==> config.mk <==
export PLATFORM = sky130hd
export DESIGN_NAME = fpga_serial_transmitter_flat
export DESIGN_NICKNAME = d
export VERILOG_FILES = /design/src/rtl/fpga_link_pkg.sv /design/src/rtl/fpga_serial_transmitter_if.sv /design/src/rtl/fpga_link_bit_timer.sv /design/src/rtl/fpga_serial_transmitter.sv /design/src/flat_wrapper.sv
export SDC_FILE = /design/constraint.sdc
export NUM_CORES = 1
export LEC_CHECK = 0
export CORE_MARGIN = 2
export CORE_UTILIZATION = 44
export CTS_CLUSTER_DIAMETER = 50
export DETAILED_ROUTE_END_ITERATION = 10
export PLACE_DENSITY = 0.79
export SYNTH_ARGS = -nofsm -noshare
export SYNTH_HDL_FRONTEND = slang
export SYNTH_HIERARCHICAL = 1
export SYNTH_SLANG_ARGS = --single-unit
==> constraint.sdc <==
create_clock -name clock -period 1.4 [get_ports clock]
set_input_delay 0.14 -clock clock [delete_from_list [all_inputs] [get_ports clock]]
set_output_delay 0.14 -clock clock [all_outputs]
set_load 0.005 [all_outputs]
==> src/rtl/fpga_link_pkg.sv <==
// rtl/fpga_link_pkg.sv - shared types and defaults for the FPGA-to-FPGA serial link
package fpga_link_pkg;

    localparam int LINK_DATA_WIDTH   = 8;
    localparam int LINK_CLKS_PER_BIT = 4;

    typedef enum logic [1:0] {
        IDLE  = 2'd0,
        SHIFT = 2'd1,
        DONE  = 2'd2
    } tx_state_t;

endpackage

==> src/rtl/fpga_serial_transmitter_if.sv <==
// rtl/fpga_serial_transmitter_if.sv - byte handshake between upstream source and serial transmitter
interface fpga_serial_transmitter_if #(
    parameter int DATA_WIDTH = 8
) ();

    logic [DATA_WIDTH-1:0] tx_data;
    logic                  tx_valid;
    logic                  tx_ready;

    modport master (
        output tx_data,
        output tx_valid,
        input  tx_ready
    );

    modport slave (
        input  tx_data,
        input  tx_valid,
        output tx_ready
    );

endinterface

==> src/rtl/fpga_link_bit_timer.sv <==
// rtl/fpga_link_bit_timer.sv - bit-period counter with a registered end-of-period tick
module fpga_link_bit_timer
    import fpga_link_pkg::*;
#(
    parameter int CLKS_PER_BIT = LINK_CLKS_PER_BIT
) (
    input  logic clock,
    input  logic reset,
    input  logic run,
    output logic tick
);

    localparam int CW = (CLKS_PER_BIT > 1) ? $clog2(CLKS_PER_BIT) : 1;
    localparam logic [CW-1:0] LAST_COUNT = CW'(CLKS_PER_BIT - 1);
    localparam logic [CW-1:0] PRE_COUNT  = CW'(CLKS_PER_BIT - 2);

    logic [CW-1:0] count;

    // tick is registered one count early so it lands in the period's final cycle
    always_ff @(posedge clock or negedge reset) begin
        if (!reset) begin
            count <= '0;
            tick  <= 1'b0;
        end else if (!run) begin
            count <= '0;
            tick  <= 1'b0;
        end else begin
            count <= (count == LAST_COUNT) ? '0 : count + CW'(1);
            tick  <= (count == PRE_COUNT);
        end
    end

endmodule

==> src/rtl/fpga_serial_transmitter.sv <==
// rtl/fpga_serial_transmitter.sv - parallel-to-serial transmit stage with per-bit sample strobe
module fpga_serial_transmitter
    import fpga_link_pkg::*;
#(
    parameter int DATA_WIDTH   = LINK_DATA_WIDTH,
    parameter int CLKS_PER_BIT = LINK_CLKS_PER_BIT,
    parameter bit MSB_FIRST    = 1'b1
) (
    input  logic                        clock,
    input  logic                        reset,
    fpga_serial_transmitter_if.slave    tx,
    output logic                        serial_out,
    output logic                        shift_out,
    output logic                        busy,
    output logic                        frame_done
);

    localparam int BW = (DATA_WIDTH > 1) ? $clog2(DATA_WIDTH) : 1;
    localparam logic [BW-1:0] LAST_BIT = BW'(DATA_WIDTH - 1);

    tx_state_t             state;
    tx_state_t             state_next;
    logic [DATA_WIDTH-1:0] hold;
    logic [DATA_WIDTH-1:0] hold_shifted;
    logic [BW-1:0]         bit_cnt;
    logic                  tick;
    logic                  accept;
    logic                  last_bit;
    logic                  first_bit;
    logic                  next_bit;

    assign tx.tx_ready = (state == IDLE);
    assign busy        = (state != IDLE);
    assign accept      = tx.tx_valid && tx.tx_ready;
    assign last_bit    = (bit_cnt == LAST_BIT);

    // The bit on the wire is always the leading end of the hold register
    assign hold_shifted = MSB_FIRST ? {hold[DATA_WIDTH-2:0], 1'b0} : {1'b0, hold[DATA_WIDTH-1:1]};
    assign first_bit    = MSB_FIRST ? tx.tx_data[DATA_WIDTH-1] : tx.tx_data[0];
    assign next_bit     = MSB_FIRST ? hold_shifted[DATA_WIDTH-1] : hold_shifted[0];

    fpga_link_bit_timer #(
        .CLKS_PER_BIT (CLKS_PER_BIT)
    ) u_bit_timer (
        .clock (clock),
        .reset (reset),
        .run   (state == SHIFT),
        .tick  (tick)
    );

    assign shift_out = tick;

    always_ff @(posedge clock or negedge reset) begin
        if (!reset) begin
            state <= IDLE;
        end else begin
            state <= state_next;
        end
    end

    always_comb begin
        state_next = state;
        case (state)
            IDLE:    if (accept) state_next = SHIFT;
            SHIFT:   if (tick && last_bit) state_next = DONE;
            DONE:    state_next = IDLE;
            default: state_next = IDLE;
        endcase
    end

    always_ff @(posedge clock or negedge reset) begin
        if (!reset) begin
            hold       <= '0;
            bit_cnt    <= '0;
            serial_out <= 1'b0;
            frame_done <= 1'b0;
        end else begin
            frame_done <= 1'b0;
            case (state)
                IDLE: begin
                    serial_out <= 1'b0;
                    if (accept) begin
                        hold       <= tx.tx_data;
                        bit_cnt    <= '0;
                        serial_out <= first_bit;
                    end
                end
                SHIFT: begin
                    if (tick) begin
                        hold    <= hold_shifted;
                        bit_cnt <= last_bit ? '0 : bit_cnt + BW'(1);
                        if (last_bit) begin
                            serial_out <= 1'b0;
                            frame_done <= 1'b1;
                        end else begin
                            serial_out <= next_bit;
                        end
                    end
                end
                default: begin
                    serial_out <= 1'b0;
                end
            endcase
        end
    end

endmodule

==> src/flat_wrapper.sv <==
// flat-port wrapper written by rule: the top's interface ports become plain ports
module fpga_serial_transmitter_flat import fpga_link_pkg::*;
#(
    parameter int DATA_WIDTH   = LINK_DATA_WIDTH,
    parameter int CLKS_PER_BIT = LINK_CLKS_PER_BIT,
    parameter bit MSB_FIRST    = 1'b1
)
  (clock, reset, serial_out, shift_out, busy, frame_done, tx_tx_data, tx_tx_valid, tx_tx_ready);
  fpga_serial_transmitter_if #(.DATA_WIDTH(DATA_WIDTH)) tx_i ();
  input  logic clock;
  input  logic reset;
  output logic serial_out;
  output logic shift_out;
  output logic busy;
  output logic frame_done;
  input wire logic [$bits(tx_i.tx_data)-1:0] tx_tx_data;
  input wire logic [$bits(tx_i.tx_valid)-1:0] tx_tx_valid;
  output wire logic [$bits(tx_i.tx_ready)-1:0] tx_tx_ready;
  assign tx_i.tx_data = tx_tx_data;
  assign tx_i.tx_valid = tx_tx_valid;
  assign tx_tx_ready = tx_i.tx_ready;
  fpga_serial_transmitter #(.DATA_WIDTH(DATA_WIDTH), .CLKS_PER_BIT(CLKS_PER_BIT), .MSB_FIRST(MSB_FIRST)) u_core (.clock(clock), .reset(reset), .tx(tx_i), .serial_out(serial_out), .shift_out(shift_out), .busy(busy), .frame_done(frame_done));
endmodule
==> metrics list <==
* Run status: complete, but fails checks
- Failing checks: setup timing
- Antenna violations before repair: 0
- Area of the core: ~1700 sq um
- Top area cells in the synthesized netlist: dfrtp_1 (51%), mux2_2 (11%), mux2_4 (11%)
- Global routing consumed, over all layers together, 16.6% of the routing resources.
- Maximum number of buffers from clock root to sink: 2
- Number of I/O port buffers: 15
* Number of vias per cell after detailed routing: ~5
- Setup slack on the critical path of the routed design comes to -74.6 ps.
- Number of warnings printed during yosys synthesis: 6
- After clock tree synthesis, the clock-pin slew on the worst setup and hold paths is 100 ps.
* Routed WL per cell: approximately 15 microns
* Max_slew headroom: a little under nine tenths
* Half-perimeter wire length of the detailed placement result: between 1000 and 1500 microns
- Of all nets on the critical path, the largest fanout is 5.
- Worst setup slack for register-to-register paths: -70 ps
- After synthesis, flip-flops and latches occupy 51.1% of the total area.
* Clock Root Buffer: clkbuf_4
* Number of search-and-repair iterations in the first detailed-routing pass: 4
- The synthesized design contains 17 register bits.
* Synthesized net count: 77
- The die is ~48 microns wide.
- Cell with the most instances after synthesis: dfrtp_1
- Static Leak: 0.000596 uW
* Count of filler cells inserted in the layout: between 100 and 150
- Most area-hungry cell type in the Yosys netlist: dfrtp_1
- For this design the ratio of total power to cell area is 1970 nW/um^2.
- Transition time at the pin with the least slew margin: about 220 ps
* Final worst path period share: 105%
* Maximum number of pins on one net before global-route repair: 18
* Residual DRC count: 0
- The die covers 2260 sq um.
- The clock arrives with slightly above 5 ps of skew.
- Before CTS, the worst setup slack after placement is -60.5 ps.
- After synthesis, the netlist uses 25 different library cells.
- For this run, the post-layout net count is roughly 110.
- The tool flagged a number of max-cap violations equal to 0.
- Starting DRT DRC Count: 9
- In this run the critical register-to-register path is launched from u_core/state[0]$_DFFE_PN0P_.
- With fillers left out, the area of the finished cells amounts to 1210 sq um.
- Top post-synthesis cells by count: dfrtp_1 (17), mux2_2 (8), mux2_4 (6)
* Number of clock buffers inserted by TritonCTS: 3
- For this configuration, the core starts out at a cell density of between 40% and 50%.
- Cells with a size suffix above 1 make up ~44% of the layout.
* Critical Path Start Type: register
- Type of the tightest min-delay check: primary input to asynchronous set/reset pin
- Once placement finished, the instance area stood at 1080 sq um.
* Number of buffers added to fix hold violations after cts: 0
* Num rows: 15
* Number of max-slew violations in the final report: 0
- The worst setup path is of the register to register kind.
* Top-area cell type share of the netlist area: about half
* Number of global-route vias before repair: 590
* GR Overflow Total: 0
- The first global-routing pass estimated between 2000 and 3000 microns of wire.
- Setup repair after global routing could not meet its margin everywhere.
* Post-synthesis average cell area: between 10 and 15 sq um
- DRT Wirelength: 1780 microns
* Data arrival time of the critical path: between 1500 and 2000 ps
* Worst-case vdd ir drop: around 1 mV
- Overall via count from detail_route: 597
* Top-level port count: 16
- Final setup vio count: 8
- Post-route ant nets: 0
- Counting flops with a built-in enable in the synthesized netlist gives 0.
- H-tree depth reported by CTS: 1
- Startpoint of the worst setup timing path: u_core/state[0]$_DFFE_PN0P_
- Measured along the y axis, the die boundary spans 47.5 microns.
- Data on the critical path is required at its endpoint by 1570 ps.
- Layout overhead on the synthesized area: 44.9%
- TritonCTS built the clock tree.
- 0 antenna diodes ended up in the layout.
- Insertion delay of the later-clocked pin in the worst-skew pair: between 200 and 300 ps
- Most frequently used flop master after synthesis: dfrtp_1
- Final hold violations: 0
* Maximum frequency from static timing analysis: 0.678 GHz
- Synthesized area: ~830 sq um
- Footprint of the multi-input gates: ~440 sq um
- Clock sinks: 17
* Total area of sequential cells: between 400 and 500 sq um
* Critical path endpoint category: register
* Cells after synthesis: between 60 and 70
- Of all flip-flops after synthesis, the portion carrying an async set or reset was 100%.
* Routability-driven placement congestion ratio: just under 0.8
- Clock period minus final worst setup slack: 1470 ps
## power by group
part,total [uW],switching [uW],internal [uW]
registers,817,130,687
logic,1310,489,824
clock network,251,140,110
total,2380,759,1620
## cell families (layout without fill, tap and decap cells)
group | Yosys count | count (layout) | share of synthesized area, %
AOI/OAI and AO/OA | 6 | 6 | 5.11
adders and majority gates | 4 | 4 | 6.01
buffers and inverters | 4 | 35 | 3.30
DFF | 17 | 17 | 51.1
muxes | 15 | 15 | 22.8
and+or+nand+nor | 16 | 16 | 11.7
## layer usage
| metal | routed length [microns] | part of all wire [%] | GRT usage [%] |
|---|---|---|---|
| met5 | 0 | 0 | 0 |
| met2 | 933 | 53 | 28.1 |
| met4 | 19 | 1.1 | 6.67 |
| met3 | 65 | 3.7 | 3.40 |
| met1 | 757 | 43 | 20.6 |
## repair_timing
item	4_1_cts	5_1_grt
gates cloned	0	0
pin swaps	1	1
gates resized for setup	6	13
setup endpoints to repair	3	10
endpoints found under the hold margin	0	0
setup buffers	4	1
## registers in the layout, indices dropped and copies added (netlist names)
| name | flops |
|---|---|
| u_core/state | 2 |
| u_core/u_bit_timer/tick | 1 |
| u_core/bit_cnt | 3 |
| u_core/u_bit_timer/count | 2 |
| u_core/frame_done | 1 |
| u_core/hold | 7 |
| u_core/serial_out | 1 |
## cell usage in the layout, fill, tap and decap left out, types with 2 or more instances in the layout
cell type	instances
nand2_1	2
buf_6	4
ha_1	3
o21ai_0	2
dlygate4sd2_1	2
inv_1	2
clkbuf_4	3
mux2_4	13
nor2_4	2
and3_2	2
dfrtp_1	16
clkdlybuf4s50_1	12
buf_4	9
## worst paths after layout
check / end / depth (start not counted)
worst max-delay path: u_core/hold[6]$_DFFE_PN0P_ / 5
worst min-delay path: u_core/frame_done$_DFF_PN0_ / 2
worst max register to register: u_core/hold[6]$_DFFE_PN0P_ / 5
worst min register to register: u_core/u_bit_timer/count[0]$_DFF_PN0_ / 1
max in group asynchronous: u_core/state[0]$_DFFE_PN0P_ / 2
min in group clock: u_core/hold[0]$_DFFE_PN0P_ / 3
## through the flow
step / utilization (%) / hold WS [ps] / setup TNS [ps] / instances / power [uW]
6_report: 69.2 / 175 / -481 / 118 / 2380
5_1_grt: 69.2 / 198 / -704 / 118 / 2520
4_1_cts: 65.7 / 178 / -272 / 117 / 2200
3_5_place_dp: 61.9 / 468 / -343 / 109 / 1870
3_3_place_gp: 61.9 / 458 / -206 / 109 / 1830
2_1_floorplan: - / -156 / -152 / 62 / 1530
## area by class of cell
cell class | count | area share [%]
Clock buffer | 4 | 2.18
Multi-Input combinational cell | 41 | 36.6
Timing Repair Buffer | 28 | 21.8
Inverter | 3 | 1.55
Sequential cell | 17 | 35.3
Tap cell | 25 | 2.59
## critical path, cell delays in order (launching register included)
cell and delay (ps):
dfrtp_2 440, buf_6 140, mux2i_4 190, nor2_4 140
buf_6 150, mux2_4 300
(Power assumes the default switching activity.)
